### src/rtl/bitcnt_pkg.sv
// Shared encodings and width helpers for the bit-count round-robin scheduler.
package bitcnt_pkg;

  localparam logic [1:0] S_IDLE  = 2'd0;
  localparam logic [1:0] S_ISSUE = 2'd1;
  localparam logic [1:0] S_WAIT  = 2'd2;
  localparam logic [1:0] S_RESP  = 2'd3;

  localparam int DW_DEF = 8;

  // Bits needed to encode n distinct values, never less than one.
  function automatic int width_of(input int n);
    return (n < 2) ? 1 : $clog2(n);
  endfunction

endpackage

### src/rtl/rr_pick.sv
// Combinational round-robin picker: first asserted request scanning from ptr upward, mod N.
module rr_pick #(
  parameter int N  = 4,
  parameter int IW = 2
) (
  input  logic [N-1:0]  req_i,
  input  logic [IW-1:0] ptr_i,
  output logic          valid_o,
  output logic [IW-1:0] id_o
);

  // Scan farthest-first so the request nearest to ptr overwrites the result last.
  always_comb begin
    valid_o = 1'b0;
    id_o    = '0;
    for (int k = N - 1; k >= 0; k--) begin
      if (req_i[(int'(ptr_i) + k) % N]) begin
        valid_o = 1'b1;
        id_o    = IW'((int'(ptr_i) + k) % N);
      end
    end
  end

endmodule

### src/rtl/bitcnt_rr_sched.sv
// Shares one bit-count engine among N requesters: round-robin pick, one-cycle load,
// wait for completion with a hang timeout, then return the count tagged with the ID.
module bitcnt_rr_sched
  import bitcnt_pkg::*;
#(
  parameter int N       = 4,
  parameter int DW      = DW_DEF,
  parameter int CW      = width_of(DW + 1),
  parameter int IW      = width_of(N),
  parameter int TIMEOUT = 32
) (
  input  logic          iclk,
  input  logic          irst,
  input  logic [N-1:0]  i_req,
  input  logic [N*DW-1:0] i_data,
  output logic [N-1:0]  o_gnt,
  output logic          o_eng_load,
  output logic [DW-1:0] o_eng_data,
  input  logic          i_eng_ready,
  input  logic [CW-1:0] i_eng_cnt,
  output logic          o_done,
  output logic [IW-1:0] o_done_id,
  output logic [CW-1:0] o_done_cnt,
  output logic          o_done_err,
  output logic          o_busy
);

  localparam int TW = $clog2(TIMEOUT + 1);

  logic [1:0]    state_q, state_d;
  logic [IW-1:0] ptr_q, ptr_d;
  logic [TW-1:0] timer_q, timer_d;
  logic          busy_seen_q, busy_seen_d;
  logic [IW-1:0] id_q, id_d;
  logic [DW-1:0] data_q, data_d;
  logic [CW-1:0] cnt_q, cnt_d;
  logic          err_q, err_d;

  logic          pick_vld;
  logic [IW-1:0] pick_id;

  rr_pick #(.N(N), .IW(IW)) u_pick (
    .req_i   (i_req),
    .ptr_i   (ptr_q),
    .valid_o (pick_vld),
    .id_o    (pick_id)
  );

  always_comb begin
    state_d     = state_q;
    ptr_d       = ptr_q;
    timer_d     = timer_q;
    busy_seen_d = busy_seen_q;
    id_d        = id_q;
    data_d      = data_q;
    cnt_d       = cnt_q;
    err_d       = err_q;
    case (state_q)
      S_IDLE: begin
        if (i_eng_ready && pick_vld) begin
          id_d    = pick_id;
          data_d  = i_data[int'(pick_id)*DW +: DW];
          state_d = S_ISSUE;
        end
      end
      S_ISSUE: begin
        timer_d     = '0;
        busy_seen_d = 1'b0;
        state_d     = S_WAIT;
      end
      S_WAIT: begin
        timer_d = timer_q + 1'b1;
        if (!i_eng_ready) busy_seen_d = 1'b1;
        // Completion wins over timeout when both land on the same edge.
        if (busy_seen_q && i_eng_ready) begin
          cnt_d   = i_eng_cnt;
          err_d   = 1'b0;
          state_d = S_RESP;
        end else if (timer_q == TW'(TIMEOUT - 1)) begin
          cnt_d   = '0;
          err_d   = 1'b1;
          state_d = S_RESP;
        end
      end
      S_RESP: begin
        ptr_d   = (id_q == IW'(N - 1)) ? '0 : id_q + 1'b1;
        state_d = S_IDLE;
      end
      default: state_d = S_IDLE;
    endcase
  end

  always_ff @(posedge iclk) begin
    if (irst) begin
      state_q     <= S_IDLE;
      ptr_q       <= '0;
      timer_q     <= '0;
      busy_seen_q <= 1'b0;
      id_q        <= '0;
      data_q      <= '0;
      cnt_q       <= '0;
      err_q       <= 1'b0;
    end else begin
      state_q     <= state_d;
      ptr_q       <= ptr_d;
      timer_q     <= timer_d;
      busy_seen_q <= busy_seen_d;
      id_q        <= id_d;
      data_q      <= data_d;
      cnt_q       <= cnt_d;
      err_q       <= err_d;
    end
  end

  // Outputs decode from state so they are all zero whenever the FSM sits in IDLE.
  assign o_busy     = (state_q != S_IDLE);
  assign o_eng_load = (state_q == S_ISSUE);
  assign o_eng_data = o_eng_load ? data_q : '0;
  assign o_gnt      = o_eng_load ? (N'(1) << id_q) : '0;
  assign o_done     = (state_q == S_RESP);
  assign o_done_id  = o_done ? id_q : '0;
  assign o_done_cnt = o_done ? cnt_q : '0;
  assign o_done_err = o_done ? err_q : 1'b0;

endmodule

### config.mk
export PLATFORM = sky130hd
export DESIGN_NAME = bitcnt_rr_sched
export DESIGN_NICKNAME = d
export VERILOG_FILES = /design/src/rtl/bitcnt_pkg.sv /design/src/rtl/rr_pick.sv /design/src/rtl/bitcnt_rr_sched.sv
export SDC_FILE = /design/constraint.sdc
export NUM_CORES = 1
export LEC_CHECK = 0
export ABC_AREA = 1
export BUFFER_PORTS_ARGS = -buffer_cell sky130_fd_sc_hd__buf_2
export CORE_ASPECT_RATIO = 0.75
export CORE_MARGIN = 2
export CORE_UTILIZATION = 48
export CTS_BUF_LIST = sky130_fd_sc_hd__clkbuf_4
export DETAILED_ROUTE_END_ITERATION = 10
export PLACE_DENSITY = 0.79
export RECOVER_POWER = 25
export SLEW_MARGIN = 0
export SYNTH_ARGS = -nofsm -noshare
export SYNTH_HDL_FRONTEND = slang
export SYNTH_SLANG_ARGS = --single-unit
export TNS_END_PERCENT = 100
### constraint.sdc
create_clock -name iclk -period 1.55 [get_ports iclk]
set_input_delay 0.155 -clock iclk [delete_from_list [all_inputs] [get_ports iclk]]
set_output_delay 0.155 -clock iclk [all_outputs]
set_load 0.03 [all_outputs]
; ---- Word level (Yosys, flattened, before mapping)
; Cells that the tools add are included.
[word_totals]
regBits = 26
input_bits = 43
output_inout_bits = 22
elab_cells = 79
[op_classes]
n_addsub = 5
n_lt_le_gt_ge = 4
eq_ne = 8
shifts = 2
mux = 36
bitwise_logic = 3
reduce_logical = 13
[ops]
columns = op, count
row1 = $shiftx A32 B6 Y8, 1
row2 = $mux W2, 9
row3 = $mux W4, 4
row4 = $mux W1, 15
row5 = $lt A3 B4 Y1 const B, 3
row6 = $pmux W6 S2, 1
row7 = $bmux W1 S2, 4
row8 = $mux W8, 1
row9 = $pmux W2 S4, 1
row10 = $reduce_and A2 Y1, 4
row11 = $add A6 B1 Y6 const B, 1
row12 = $eq A2 B2 Y1 const B, 3
row13 = $eq A6 B5 Y1 const B, 1
row14 = $reduce_bool A2 Y1, 3
row15 = $reduce_or A2 Y1, 3
row16 = $add A2 B1 Y2 const B, 2
row17 = $add A2 B2 Y2 const B, 2
row18 = $ne A2 B2 Y1 const B, 2
row19 = $shl A1 B2 Y4 const A, 1
row20 = $and A1 B1 Y1 const A, 3
row21 = $lt A2 B3 Y1 const B, 1
row22 = $ne A3 B3 Y1 const B, 1
row23 = $eq A2 B1 Y1 const B, 1
row24 = $logic_and A1 B1 Y1, 2
row25 = other kinds (2), 2

; ---- Depth between registers and ports, before layout
; Gate-level depths: netlist of run 1.
[depth]
ltp_word = 13
depth_mapped = 15
mapped_depth_nobuf = 14

; ---- By module
; A second synthesis of run 1 with hierarchy kept.
[unflattened]
cells_unflattened = 295
area_unflattened_um2 = 1803.0
[modules_own_cells]
columns = module, n_inst, cells_each, area_per_inst_um2, seq_area_each_um2
row1 = bitcnt_rr_sched, 1, 249, 1590.3, 520.5
row2 = rr_pick, 1, 46, 212.7, 0.0

; ---- Least setup slack after synthesis of run 1
; No wires, ideal clock.
[synth_timing]
kind = register -> register
startpoint = register ptr_q[0]
endpoint = register data_q[0]
setup_time_ps = 109
arrival_time_ps = 1413
required_time_ps = 1441
path_slack_ps = 28
stages_incl_launch_ff = 16
n_path_buf = 2
synth_period_minus_slack_ps = 1522
path_cell_list = dfxtp_1 > buf_6 > inv_6 > nand2_4 > nand3_1 > nand2_2 > nand3_4 > nand2_4 > nand2_4 > nand2_8 > buf_12 > nand2_2 > nand3_1 > nand3_1 > nand2_1 > inv_1
[synth_via]
elab_chain_cells = 10
word_cells_on_any_way = 25
cone_classes = add/sub: 3 / shift: 1 / mux: 19 / reduce/logical: 2
[synth_lines]
columns = item, line_no
row1 = start: declaration, bitcnt_rr_sched.sv:31  ; logic [IW-1:0] ptr_q, ptr_d;
row2 = start signal: assignment, bitcnt_rr_sched.sv:105  ; ptr_q <= ptr_d;
row3 = "parallel branches: the longest is 10 deep, another holds $add A2 B2 Y2", --
row4 = end signal: assignment, bitcnt_rr_sched.sv:109  ; data_q <= data_d;
row5 = end: declaration, bitcnt_rr_sched.sv:35  ; logic [DW-1:0] data_q, data_d;
; Several ways; the timed one is not identified. The select of a mux whose other input is x is not followed.
; A chain may end at the register's enable or synchronous reset.

; ---- Final worst setup path of run 1
[layout_timing]
startpoint = register ptr_q[0]
endpoint = register id_q[1]
[layout_via]
elab_chain_cells = 10
word_cells_on_any_way = 24
cone_classes = add/sub: 3 / mux: 19 / reduce/logical: 2
[layout_lines]
columns = item, line_no
row1 = $add A2 B2 Y2, "rr_pick.sv:17, rr_pick.sv:19"
row2 = $bmux W1 S2, rr_pick.sv:17  ; if (req_i[(int'(ptr_i) + k) % N]) begin
row3 = $mux W1 (not written as such) (2 in a row), rr_pick.sv:17
row4 = $mux W1 (4 in a row), rr_pick.sv:17
row5 = $logic_and A1 B1 Y1, bitcnt_rr_sched.sv:60  ; if (i_eng_ready && pick_vld) begin
row6 = $reduce_and A2 Y1 (no source line), --
row7 = end signal: assignment, bitcnt_rr_sched.sv:108  ; id_q <= id_d;
row8 = end: declaration, bitcnt_rr_sched.sv:34  ; logic [IW-1:0] id_q, id_d;
; Several ways; a longest one is shown, not always the timed one. The select of a mux whose other input is x is not followed.

==> results.tsv, run 1 <==
stage	metric	value	unit
grt	GRT overflow	0	
grt	largest net degree at the start of global routing	18	
pwr	cell leakage power	1.63	nW
sta	pins over their slew limit	0	
route	post-route ant nets	0	
grt	met2 track demand over resource in global routing	36.4	%
die	standard-cell row count	20	
route	router iterations before antenna repair	5	
worst_setup_path	Critical Path End Type	flop	
sta	RSZ-0062 raised after global routing	true	
worst_setup_path	total buffers and inverters traversed by the critical path	4	
clock_network	TritonCTS clock tree	done	
finish	layout cell share with drive strength beyond 1	43.3	%
run_status	failing checks	negative setup slack	
worst_setup_path	most frequent cell on the critical path	nand2_2	
pwr	PwrDens	1330	nW/um2
sta	number of hold violations in the final report	0	
clock_network	Clock Sinks	26	
sta	post-route minimum period	1.75	ns
placed_design	pre-CTS WS	-0.107	ns
clock_network	clock input transition at the sequential cells of the worst setup and hold paths	0.15	ns
run	number of max-cap violations	0	
finish	Finished Layout Cells	455	
route	number of vias after detailed routing	2256	
logic_synthesis	ranking of synthesized cells by instance count	nand2_1 (86), inv_1 (61), nand3_1 (36)	
sta	largest clock skew in the final design	0.0106	ns
finish	number of nets in the finished design	453	
hold_path	class of the tightest hold or removal check	in -> reg	
route	violation count after the first detailed-route iteration	143	
logic_synthesis	Post-Syn Area per Cell	6.51	um2
sta	Fin Setup TNS	-1.77	ns
worst_setup_path	sequence of cells on the critical path	buf_12 -> clkinv_8 -> nand2_2 -> nand2_2 -> nand2_4 -> nand2_1 -> nor2_1 -> nand2_2 -> nand3_4 -> buf_4 -> buf_4 -> a211oi_2	
logic_synthesis	number of storage elements in the synthesis netlist	26	
clock_network	level count of the clock H-tree	1	
die	effective utilization at floorplan	50.1	%
worst_setup_path	largest stage delay on the critical path	0.38	ns
placed_design	port bufs	64	
sta	maximum clock frequency	0.572	GHz
grt	initial antenna violation count	0	
clock_network	Hold-fix buffers, CTS	0	
grt	global-route total usage across every layer	21.1	%
grt	busiest layer in global routing	met2	
logic_synthesis	synthesis warning total	0	
worst_setup_path	kind of start point of the critical path	flop	
finish	filler cell count in the final layout	308	
logic_synthesis	leading cell type by number of instances after synthesis	nand2_1	
logic_synthesis	portion of the post-synthesis area used by sequential elements	25.5	%
run_status	run status	finished with violations	
clock_network	CTS Buf Count	3	
worst_setup_path	Critical path origin	ptr_q[0]$_SDFFE_PP0P_	
worst_setup_path	Arrival @ worst endpoint	2.00	ns
logic_synthesis	Synth Cell Area	2040	um2
route	via/cell ratio	4.96	
hold_path	worst min-delay path startpoint	i_eng_cnt[3]	
route	number of remaining DRC errors	0	
sta	fin crit share	113	%
placed_design	dpl cell area	2490	um2
logic_synthesis	Mapped Nets	366	
grt	vias in the first global route	1909	
logic_synthesis	top cells by area, synth	dfxtp_1 (25%), nand2_1 (16%), inv_1 (11%)	
logic_synthesis	number of standard cells after synthesis	314	
worst_setup_path	critical-path cell with the highest stage delay	dfxtp_4	
grt	global routing met1 resource utilization	27.8	%
die	Vert. Die Dim	60.5	um
finish	Antenna diodes	0	
sta	post-route setup slack	-0.198	ns
logic_synthesis	FFs w/ async S/R, synth	0	%
pwr	total power draw	3.94	mW
sta	normalized max-slew margin	78.8	%
sta	Final setup violation count	12	
placed_design	Cells after DPL	438	
placed_design	Detailed Place HPWL	3.62	mm
die	Core Footprint	4080	um2
pwr	Max IR drop VDD	0.888	mV
logic_synthesis	top_reg_cell synth	dfxtp_1	
grt	met3 Usage GRT	4.17	%
logic_synthesis	top cell type's share of synthesized area	25.5	%
route	detail-routed net length per standard cell	12.5	um
logic_synthesis	most area-hungry cell type in the Yosys netlist	dfxtp_1	
route	total wirelength of the detailed-routed design	5.69	mm
logic_synthesis	number of enable flip-flop cells after synthesis	0	
logic_synthesis	number of unique standard cell types used by synthesis	31	
finish	layout-stage area growth over the synthesis result	45.3	%
placed_design	global placement routability congestion	0.843	
worst_setup_path	dominant delay contributor by cell family on the critical path	simple AND/OR/NAND/NOR gates	
die	number of primary I/O pins	65	
sta	transition at the pin with the smallest max-transition slack	0.314	ns
die	Die Footprint	4800	um2
worst_setup_path	data required time at the worst endpoint	1.80	ns
worst_setup_path	maximum fanout count along the critical path	6	
die	Die X-Extent	79.3	um
finish	final std cell area, no fill	2970	um2
clock_network	Skew-Pair Late Insertion Delay	0.33	ns
worst_setup_path	startpoint of the worst register-to-register path	ptr_q[0]$_SDFFE_PP0P_	
clock_network	Clock Tree Buf Depth	2	
worst_setup_path	startpoint-to-endpoint class of the critical path	reg -> reg	
finish	final core occ	72.8	%
grt	global-route wire length before repair	8.16	mm
clock_network	cell chosen for the clock root	clkbuf_4	
sta	Fin Hold WS	0.0493	ns
[cells in the final DEF (no fill, tap or decap), types with 2 or more instances in the layout]
master and instances:
nand2_2 19, nand2_4 12, clkbuf_4 3, nor2_2 3, nand3_1 29, dfxtp_4 3, buf_12 3, nand2_8 3
buf_4 16, nand3_4 5, buf_2 52, a21oi_1 11, inv_1 56, inv_2 7, ha_4 3, nor3b_2 2
inv_4 3, o21a_1 4, dfxtp_1 20, nor2_4 4, buf_6 15, ha_1 5, nand2_1 75, nor2_1 10
nand3_2 9, nand3b_1 4, o21ai_0 4, o21ai_1 3, dfxtp_2 3
[timing repair]
item | 4_1_cts | 5_1_grt
gates cloned | 1 | 4
setup buffers | 2 | 7
endpoints found under the setup margin | 31 | 39
pin swaps | 8 | 4
resized for setup | 28 | 75
[routing by layer]
metal	vias to the layer above	share of wire (%)
met5	-	0
met4	0	1.5
met3	13	6.4
met2	92	46
met1	1021	46
li1	1130	-
[final cells by class]
class	count	area (um2)	area share (%)
clock inverter	1	3.75	0.126
timing repair buffer	87	634	21.4
clock buffer	3	22.5	0.759
inverter	67	272	9.15
sequential	26	536	18.0
multi-input combinational	216	1430	48.2
tap	55	68.8	2.32
[power breakdown]
| part | internal [mW] | switching, mW | leakage [nW] |
|---|---|---|---|
| logic | 1.12 | 1.54 | 1.40 |
| clock network | 0.0947 | 0.210 | 0.0154 |
| registers | 0.840 | 0.145 | 0.215 |
| total | 2.05 | 1.89 | 1.63 |
[flip-flops by register name, summed over array words and instances, names as in the netlist]
signal       flops
err_q            1
busy_seen_q      1
cnt_q            4
timer_q          6
data_q           8
id_q             2
ptr_q            2
state_q          2
[cells by family (layout without fill, tap and decap cells)]
| family | Yosys count | in the layout | share of synthesized area (%) |
|---|---|---|---|
| flops | 26 | 26 | 25.5 |
| simple gates | 177 | 180 | 44.9 |
| fa+ha+maj | 9 | 9 | 5.51 |
| compound gates | 26 | 26 | 7.23 |
| buf+inv | 75 | 158 | 16.4 |
| xor+xnor | 1 | 1 | 0.429 |
[final timing paths]
| path | slack (ns) | end | depth (start not counted) |
|---|---|---|---|
| setup / recovery | -0.20 | id_q[1]$_SDFFE_PP0P_ | 12 |
| hold / removal | 0.05 | cnt_q[3]$_SDFFE_PP0P_ | 3 |
| setup reg to reg | -0.20 | id_q[1]$_SDFFE_PP0P_ | 12 |
| hold reg to reg | 0.48 | cnt_q[3]$_SDFFE_PP0P_ | 2 |
[worst register-to-register path: cells and delay by family (launching register included)]
family	cells	cell delay (ns)
AND/OR/NAND/NOR	7	0.57
buffers and inverters	4	0.50
flip-flops	1	0.38
AO/OA/AOI/OAI	1	0.21
Note: power is estimated with default switching activity, not from simulation.
==> run 2: changes to the inputs <==
--- a/config.mk
+++ b/config.mk
@@ -9,7 +9,7 @@
 export BUFFER_PORTS_ARGS = -buffer_cell sky130_fd_sc_hd__buf_2
 export CORE_ASPECT_RATIO = 0.75
 export CORE_MARGIN = 2
-export CORE_UTILIZATION = 48
+export CORE_UTILIZATION = 45
 export CTS_BUF_LIST = sky130_fd_sc_hd__clkbuf_4
 export DETAILED_ROUTE_END_ITERATION = 10
 export PLACE_DENSITY = 0.79
==> run 2 against run 1 <==
The run still ends with negative setup slack left. Clock power hardly changed. Sequential power hardly changed. Critical path type unchanged. Die area is 6.3% higher. Setup slack better by 0.046 ns. Sequential cell count stayed put. Highest routed layer unchanged. Clock-buffer cell count stayed put. Via count is 0.27% higher. Global-route usage is 1.5 points lower. Final cell count is 1.1% higher. Non-clock buffer count is 3 higher. Final area is 2.2% higher.
==> results.tsv, run 2 (same netlist as run 1, synthesis figures left out) <==
stage	metric	value	unit	change
die	number of primary I/O pins	65		unchanged
placed_design	port bufs	64		unchanged
sta	Fin Setup TNS	-1.07	ns	was -1.77 ns
run_status	run status	finished with violations		unchanged
route	violation count after the first detailed-route iteration	222		was 143
grt	initial antenna violation count	0		unchanged
finish	filler cell count in the final layout	353		was 308
finish	layout cell share with drive strength beyond 1	48.9	%	was 43.3%
sta	Final setup violation count	10		was 12
sta	maximum clock frequency	0.588	GHz	was 0.572 GHz
finish	most frequent standard cell in the layout excluding fill and tap cells	nand2_1		unchanged
worst_setup_path	maximum fanout count along the critical path	8		was 6
sta	post-route minimum period	1.70	ns	was 1.75 ns
grt	largest net degree at the start of global routing	18		unchanged
pwr	Max IR drop VDD	0.860	mV	was 0.888 mV
die	effective utilization at floorplan	46.3	%	was 50.1%
route	router iterations before antenna repair	4		was 5
worst_setup_path	kind of start point of the critical path	flop		unchanged
sta	normalized max-slew margin	75.2	%	was 78.8%
sta	transition at the pin with the smallest max-transition slack	0.372	ns	was 0.314 ns
die	Die Footprint	5100	um2	was 4800 um2
worst_setup_path	Arrival @ worst endpoint	1.94	ns	was 2.00 ns
finish	layout-stage area growth over the synthesis result	48.4	%	was 45.3%
pwr	total power draw	4.17	mW	was 3.94 mW
worst_setup_path	Critical Path End Type	flop		unchanged
route	post-route ant nets	0		unchanged
sta	pins over their slew limit	0		unchanged
pwr	PwrDens	1380	nW/um2	was 1330 nW/um2
pwr	cell leakage power	1.70	nW	was 1.63 nW
clock_network	Hold-fix buffers, CTS	0		unchanged
run	number of max-cap violations	0		unchanged
finish	area of the multi-input gates	1470	um2	was 1430 um2
grt	global-route total usage across every layer	19.6	%	was 21.1%
worst_setup_path	startpoint-to-endpoint class of the critical path	reg -> reg		unchanged
sta	fin crit share	110	%	was 113%
finish	Antenna diodes	0		unchanged
die	Die X-Extent	81.8	um	was 79.3 um
worst_setup_path	data required time at the worst endpoint	1.79	ns	was 1.80 ns
finish	final std cell area, no fill	3030	um2	was 2970 um2
finish	largest registers	data_q (8), timer_q (6), cnt_q (4)		unchanged
clock_network	cell chosen for the clock root	clkbuf_4		unchanged
route	detail-routed net length per standard cell	12.7	um	was 12.5 um
clock_network	level count of the clock H-tree	1		unchanged
die	standard-cell row count	21		was 20
sta	number of hold violations in the final report	0		unchanged
route	via/cell ratio	4.92		was 4.96
die	Core Footprint	4410	um2	was 4080 um2
sta	largest clock skew in the final design	0.0127	ns	was 0.0106 ns
route	total wirelength of the detailed-routed design	5.85	mm	was 5.69 mm
placed_design	dpl cell area	2490	um2	about the same
clock_network	Clock Sinks	26		unchanged
hold_path	class of the tightest hold or removal check	in -> reg		unchanged
route	number of vias after detailed routing	2262		was 2256
finish	flip-flop count of the largest register, all copies and words added	8		unchanged
clock_network	Clock Tree Buf Depth	2		unchanged
placed_design	Detailed Place HPWL	3.78	mm	was 3.62 mm
sta	Fin Hold WS	0.0522	ns	was 0.0493 ns
clock_network	clock input transition at the sequential cells of the worst setup and hold paths	0.15	ns	about the same
finish	final core occ	68.7	%	was 72.8%
clock_network	CTS Buf Count	3		unchanged
finish	Finished Layout Cells	460		was 455
clock_network	Skew-Pair Late Insertion Delay	0.33	ns	about the same
die	Vert. Die Dim	62.4	um	was 60.5 um
grt	vias in the first global route	1859		was 1909
placed_design	Cells after DPL	439		was 438
finish	Biggest register	data_q		unchanged
sta	post-route setup slack	-0.151	ns	was -0.198 ns
grt	GRT overflow	0		unchanged
grt	global-route wire length before repair	8.12	mm	was 8.16 mm
run_status	failing checks	negative setup slack		unchanged
finish	number of nets in the finished design	456		was 453
sta	RSZ-0062 raised after global routing	true		unchanged
placed_design	pre-CTS WS	-0.127	ns	was -0.107 ns
finish	register area	537	um2	was 536 um2
route	number of remaining DRC errors	0		unchanged
clock_network	TritonCTS clock tree	done		unchanged
finish	most used cells in the layout excluding fill and tap cells	nand2_1 (64), buf_2 (53), inv_1 (48)		was nand2_1 (75), inv_1 (56), buf_2 (52)
placed_design	global placement routability congestion	0.863		was 0.843
-- run 2: routing by layer --
layer / vias up / track usage, % / routed length [um]
met4: 0 / 1.25 / 34
met2: 74 / 32.4 / 2870
met1: 1035 / 27.7 / 2620
met5: - / 0 / 0
li1: 1147 / - / -
met3: 6 / 3.49 / 325
-- run 2: report_power, final --
group	total, mW	switching (mW)	internal (mW)
registers	0.987	0.150	0.837
logic	2.88	1.65	1.23
clock network	0.304	0.210	0.0946
-- run 2: path summary, 6_finish.rpt --
path                          from  cells past startpoint  slack [ns]                    end
max reg2reg  ptr_q[0]$_SDFFE_PP0P_                     11       -0.15   id_q[0]$_SDFFE_PP0P_
max          ptr_q[0]$_SDFFE_PP0P_                     11       -0.15   id_q[0]$_SDFFE_PP0P_
min reg2reg  cnt_q[0]$_SDFFE_PP0P_                      2        0.48  cnt_q[0]$_SDFFE_PP0P_
min                   i_eng_cnt[0]                      3        0.05  cnt_q[0]$_SDFFE_PP0P_
-- run 2: final cells by class --
type / count / share of cell area [%]
tap: 57 / 2.35
sequential: 26 / 17.7
clock inverter: 1 / 0.124
multi-input combinational: 216 / 48.4
timing repair buffer: 90 / 22.0
inverter: 67 / 8.71
clock buffer: 3 / 0.743
-- run 2: worst max-delay path, cell delays in order, from the launching register on --
cell and delay [ns]:
dfxtp_4 0.43, buf_6 0.13, nand2_2 0.05, nand2_2 0.10, nand2_4 0.07, nand3_4 0.11, nand2_4 0.08, nand2_8 0.11
nand2_4 0.10, buf_4 0.16, o21ai_0 0.20, a21oi_1 0.06
-- run 2: repair_timing --
item | 4_1_cts | 5_1_grt
cloned | 1 | 4
setup endpoints to repair | 33 | 36
gates resized for setup | 28 | 107
pin swaps | 10 | 28
buffers inserted | 2 | 11
==> run 3: changes to the inputs <==
--- a/config.mk
+++ b/config.mk
@@ -5,14 +5,14 @@
 export SDC_FILE = /design/constraint.sdc
 export NUM_CORES = 1
 export LEC_CHECK = 0
-export ABC_AREA = 1
+export ABC_AREA = 0
 export BUFFER_PORTS_ARGS = -buffer_cell sky130_fd_sc_hd__buf_2
 export CORE_ASPECT_RATIO = 0.75
 export CORE_MARGIN = 2
 export CORE_UTILIZATION = 45
 export CTS_BUF_LIST = sky130_fd_sc_hd__clkbuf_4
 export DETAILED_ROUTE_END_ITERATION = 10
-export PLACE_DENSITY = 0.79
+export PLACE_DENSITY = 0.82
 export RECOVER_POWER = 25
 export SLEW_MARGIN = 0
 export SYNTH_ARGS = -nofsm -noshare
==> run 3 against run 2 <==
The flow now finishes without violations. Clock-buffer cell count unchanged. Final area decreased by 25%. Die area decreased by 20%. Final cell count decreased by 35%. Sequential cell count unchanged. Routed wire length decreased by 28%. Sequential power decreased by 13%. Synthesized cell count decreased by 41%.
==> results.tsv, run 3 <==
stage	metric	value	unit	change
logic_synthesis	Synth Cell Area	1610	um2	was 2040 um2
route	max layer used	met4		unchanged
finish	number of nets in the finished design	315		was 456
finish	most used cells in the layout excluding fill and tap cells	buf_2 (50), dfxtp_1 (22), and2_1 (17)		was nand2_1 (64), buf_2 (53), inv_1 (48)
sta	Final setup violation count	0		was 10
placed_design	port bufs	64		unchanged
logic_synthesis	number of standard cells after synthesis	184		was 314
worst_setup_path	kind of start point of the critical path	flop		unchanged
route	number of vias after detailed routing	1633		was 2262
route	violation count after the first detailed-route iteration	104		was 222
grt	GRT overflow	0		unchanged
worst_setup_path	dominant delay contributor by cell family on the critical path	flip-flops		was simple AND/OR/NAND/NOR gates
finish	layout cell share with drive strength beyond 1	41.0	%	was 48.9%
sta	normalized max-slew margin	83.4	%	was 75.2%
finish	flip-flop count of the largest register, all copies and words added	8		unchanged
placed_design	dpl cell area	2070	um2	was 2490 um2
clock_network	Hold-fix buffers, CTS	0		unchanged
worst_setup_path	startpoint-to-endpoint class of the critical path	reg -> reg		unchanged
pwr	cell leakage power	1.01	nW	was 1.70 nW
route	via/cell ratio	5.43		was 4.92
logic_synthesis	number of storage elements in the synthesis netlist	26		unchanged
logic_synthesis	ranking of synthesized cells by instance count	dfxtp_1 (26), and2_1 (20), mux2i_1 (14)		was nand2_1 (86), inv_1 (61), nand3_1 (36)
logic_synthesis	leading cell type by number of instances after synthesis	dfxtp_1		was nand2_1
clock_network	CTS Buf Count	3		unchanged
logic_synthesis	synthesis warning total	0		unchanged
logic_synthesis	number of unique standard cell types used by synthesis	39		was 31
pwr	Max IR drop VDD	0.638	mV	was 0.860 mV
die	Vert. Die Dim	55.8	um	was 62.4 um
route	number of remaining DRC errors	0		unchanged
logic_synthesis	top cells by area, synth	dfxtp_1 (32%), mux2i_1 (8.7%), and2_1 (7.8%)		was dfxtp_1 (25%), nand2_1 (16%), inv_1 (11%)
logic_synthesis	FFs w/ async S/R, synth	0	%	unchanged
clock_network	Skew-Pair Late Insertion Delay	0.32	ns	was 0.33 ns
placed_design	Detailed Place HPWL	3.10	mm	was 3.78 mm
sta	fin crit share	96.5	%	was 110%
route	total length of routed met3 wires	193	um	was 325 um
finish	Antenna diodes	0		unchanged
finish	largest registers	data_q (8), timer_q (6), cnt_q (4)		unchanged
route	met2 wire len	2.04	mm	was 2.87 mm
sta	post-route minimum period	1.50	ns	was 1.70 ns
logic_synthesis	portion of the post-synthesis area used by sequential elements	32.3	%	was 25.5%
run	number of max-cap violations	0		unchanged
sta	largest clock skew in the final design	0.00895	ns	was 0.0127 ns
grt	global-route wire length before repair	6.69	mm	was 8.12 mm
grt	largest net degree at the start of global routing	14		was 18
finish	register area	533	um2	was 537 um2
worst_setup_path	Arrival @ worst endpoint	1.70	ns	was 1.94 ns
worst_setup_path	largest stage delay on the critical path	0.40	ns	was 0.43 ns
route	total wirelength of the detailed-routed design	4.19	mm	was 5.85 mm
die	Die X-Extent	73.1	um	was 81.8 um
worst_setup_path	Critical Path End Type	flop		unchanged
sta	transition at the pin with the smallest max-transition slack	0.246	ns	was 0.372 ns
placed_design	global placement routability congestion	0.821		was 0.863
logic_synthesis	top_reg_cell synth	dfxtp_1		unchanged
worst_setup_path	sequence of cells on the critical path	buf_6 -> a21boi_2 -> o22ai_2 -> nor2_4 -> buf_12 -> mux2i_1 -> o211ai_1		was buf_6 -> nand2_2 -> nand2_2 -> nand2_4 -> nand3_4 -> nand2_4 -> nand2_8 -> nand2_4 -> buf_4 -> o21ai_0 -> a21oi_1
logic_synthesis	Post-Syn Area per Cell	8.77	um2	was 6.51 um2
logic_synthesis	top cell type's share of synthesized area	32.3	%	was 25.5%
run_status	run status	completed		was finished with violations
logic_synthesis	number of enable flip-flop cells after synthesis	0		unchanged
clock_network	Clock Sinks	26		unchanged
pwr	total power draw	2.42	mW	was 4.17 mW
worst_setup_path	total buffers and inverters traversed by the critical path	2		unchanged
finish	area of the multi-input gates	1090	um2	was 1470 um2
route	WL met1	1.91	mm	was 2.62 mm
die	number of primary I/O pins	65		unchanged
logic_synthesis	Mapped Nets	236		was 366
logic_synthesis	most area-hungry cell type in the Yosys netlist	dfxtp_1		unchanged
finish	Biggest register	data_q		unchanged
clock_network	TritonCTS clock tree	done		unchanged
finish	most frequent standard cell in the layout excluding fill and tap cells	buf_2		was nand2_1
clock_network	level count of the clock H-tree	1		unchanged
clock_network	cell chosen for the clock root	clkbuf_4		unchanged
die	standard-cell row count	18		was 21
grt	vias in the first global route	1527		was 1859
route	router iterations before antenna repair	4		unchanged
route	detail-routed net length per standard cell	13.9	um	was 12.7 um
sta	maximum clock frequency	0.668	GHz	was 0.588 GHz
finish	filler cell count in the final layout	253		was 353
die	Core Footprint	3360	um2	was 4410 um2
finish	final std cell area, no fill	2280	um2	was 3030 um2
worst_setup_path	maximum fanout count along the critical path	7		was 8
hold_path	class of the tightest hold or removal check	in -> reg		unchanged
finish	layout-stage area growth over the synthesis result	41.2	%	was 48.4%
sta	number of hold violations in the final report	0		unchanged
worst_setup_path	data required time at the worst endpoint	1.75	ns	was 1.79 ns
route	post-route ant nets	0		unchanged
clock_network	clock input transition at the sequential cells of the worst setup and hold paths	0.14	ns	was 0.15 ns
die	effective utilization at floorplan	48.1	%	was 46.3%
worst_setup_path	critical-path cell with the highest stage delay	dfxtp_4		unchanged
grt	global-route total usage across every layer	20.5	%	was 19.6%
grt	initial antenna violation count	0		unchanged
sta	pins over their slew limit	0		unchanged
die	Die Footprint	4080	um2	was 5100 um2
clock_network	Clock Tree Buf Depth	2		unchanged
pwr	PwrDens	1060	nW/um2	was 1380 nW/um2
## run 3: worst min-delay path, stage by stage
cell	delay (ns)
buf_2	0.08
a22oi_1	0.06
nor2_1	0.07
## run 3: path summary, 6_finish.rpt
| path | startpoint | end | slack [ns] | cells past startpoint |
|---|---|---|---|---|
| setup / recovery | ptr_q[1]$_SDFFE_PP0P_ | data_q[5]$_SDFFE_PP0P_ | 0.05 | 7 |
| hold / removal | i_eng_cnt[1] | cnt_q[1]$_SDFFE_PP0P_ | 0.08 | 3 |
| setup reg to reg | ptr_q[1]$_SDFFE_PP0P_ | data_q[5]$_SDFFE_PP0P_ | 0.05 | 7 |
| hold reg to reg | err_q$_SDFFE_PP0P_ | err_q$_SDFFE_PP0P_ | 0.46 | 2 |
## run 3: metrics by stage
stage / util (%) / worst slack (ns) / cells / hold slack [ns] / setup TNS [ns]
global route: 67.9 / -0.00607 / 301 / 0.0798 / -0.00607
detailed placement: 61.6 / -0.0661 / 295 / 0.416 / -0.473
CTS: 64.9 / -0.00294 / 299 / 0.0755 / -0.00294
floorplan: - / 0.00568 / 184 / 0.234 / 0
global placement: 61.6 / -0.0290 / 295 / 0.407 / -0.207
finish: 67.9 / 0.0537 / 301 / 0.0756 / 0
## run 3: cell families (layout without fill, tap and decap cells)
family	after synthesis	after routing	share of synthesized area (%)
simple gates	68	68	23.6
compound gates	47	47	22.1
flops	26	26	32.3
buf+inv	16	93	4.19
mux	14	14	8.69
fa+ha+maj	9	9	6.98
xor+xnor	4	4	2.17
## run 3: cell type report
| cell class | count | area share [%] |
|---|---|---|
| clock buffers | 3 | 0.989 |
| inverters | 9 | 1.48 |
| multi-input cells | 142 | 48.1 |
| flip-flops and latches | 26 | 23.4 |
| well taps | 40 | 2.20 |
| repair buffers | 81 | 23.8 |
## run 3: timing repair
action	CTS	global route
buffers inserted	1	2
pin swaps	0	6
resized for setup	27	29
setup endpoints to repair	27	29
## run 3: routing by layer
metal / GRT usage (%) / vias up
met3: 4.35 / 4
met1: 26.5 / 769
met5: 0 / -
met4: 6.08 / 0
li1: - / 807
met2: 33.8 / 53
## run 3: where the power goes
| part | switching (mW) | internal [mW] |
|---|---|---|
| combinational | 0.684 | 0.593 |
| sequential | 0.0805 | 0.780 |
| clock | 0.190 | 0.0909 |
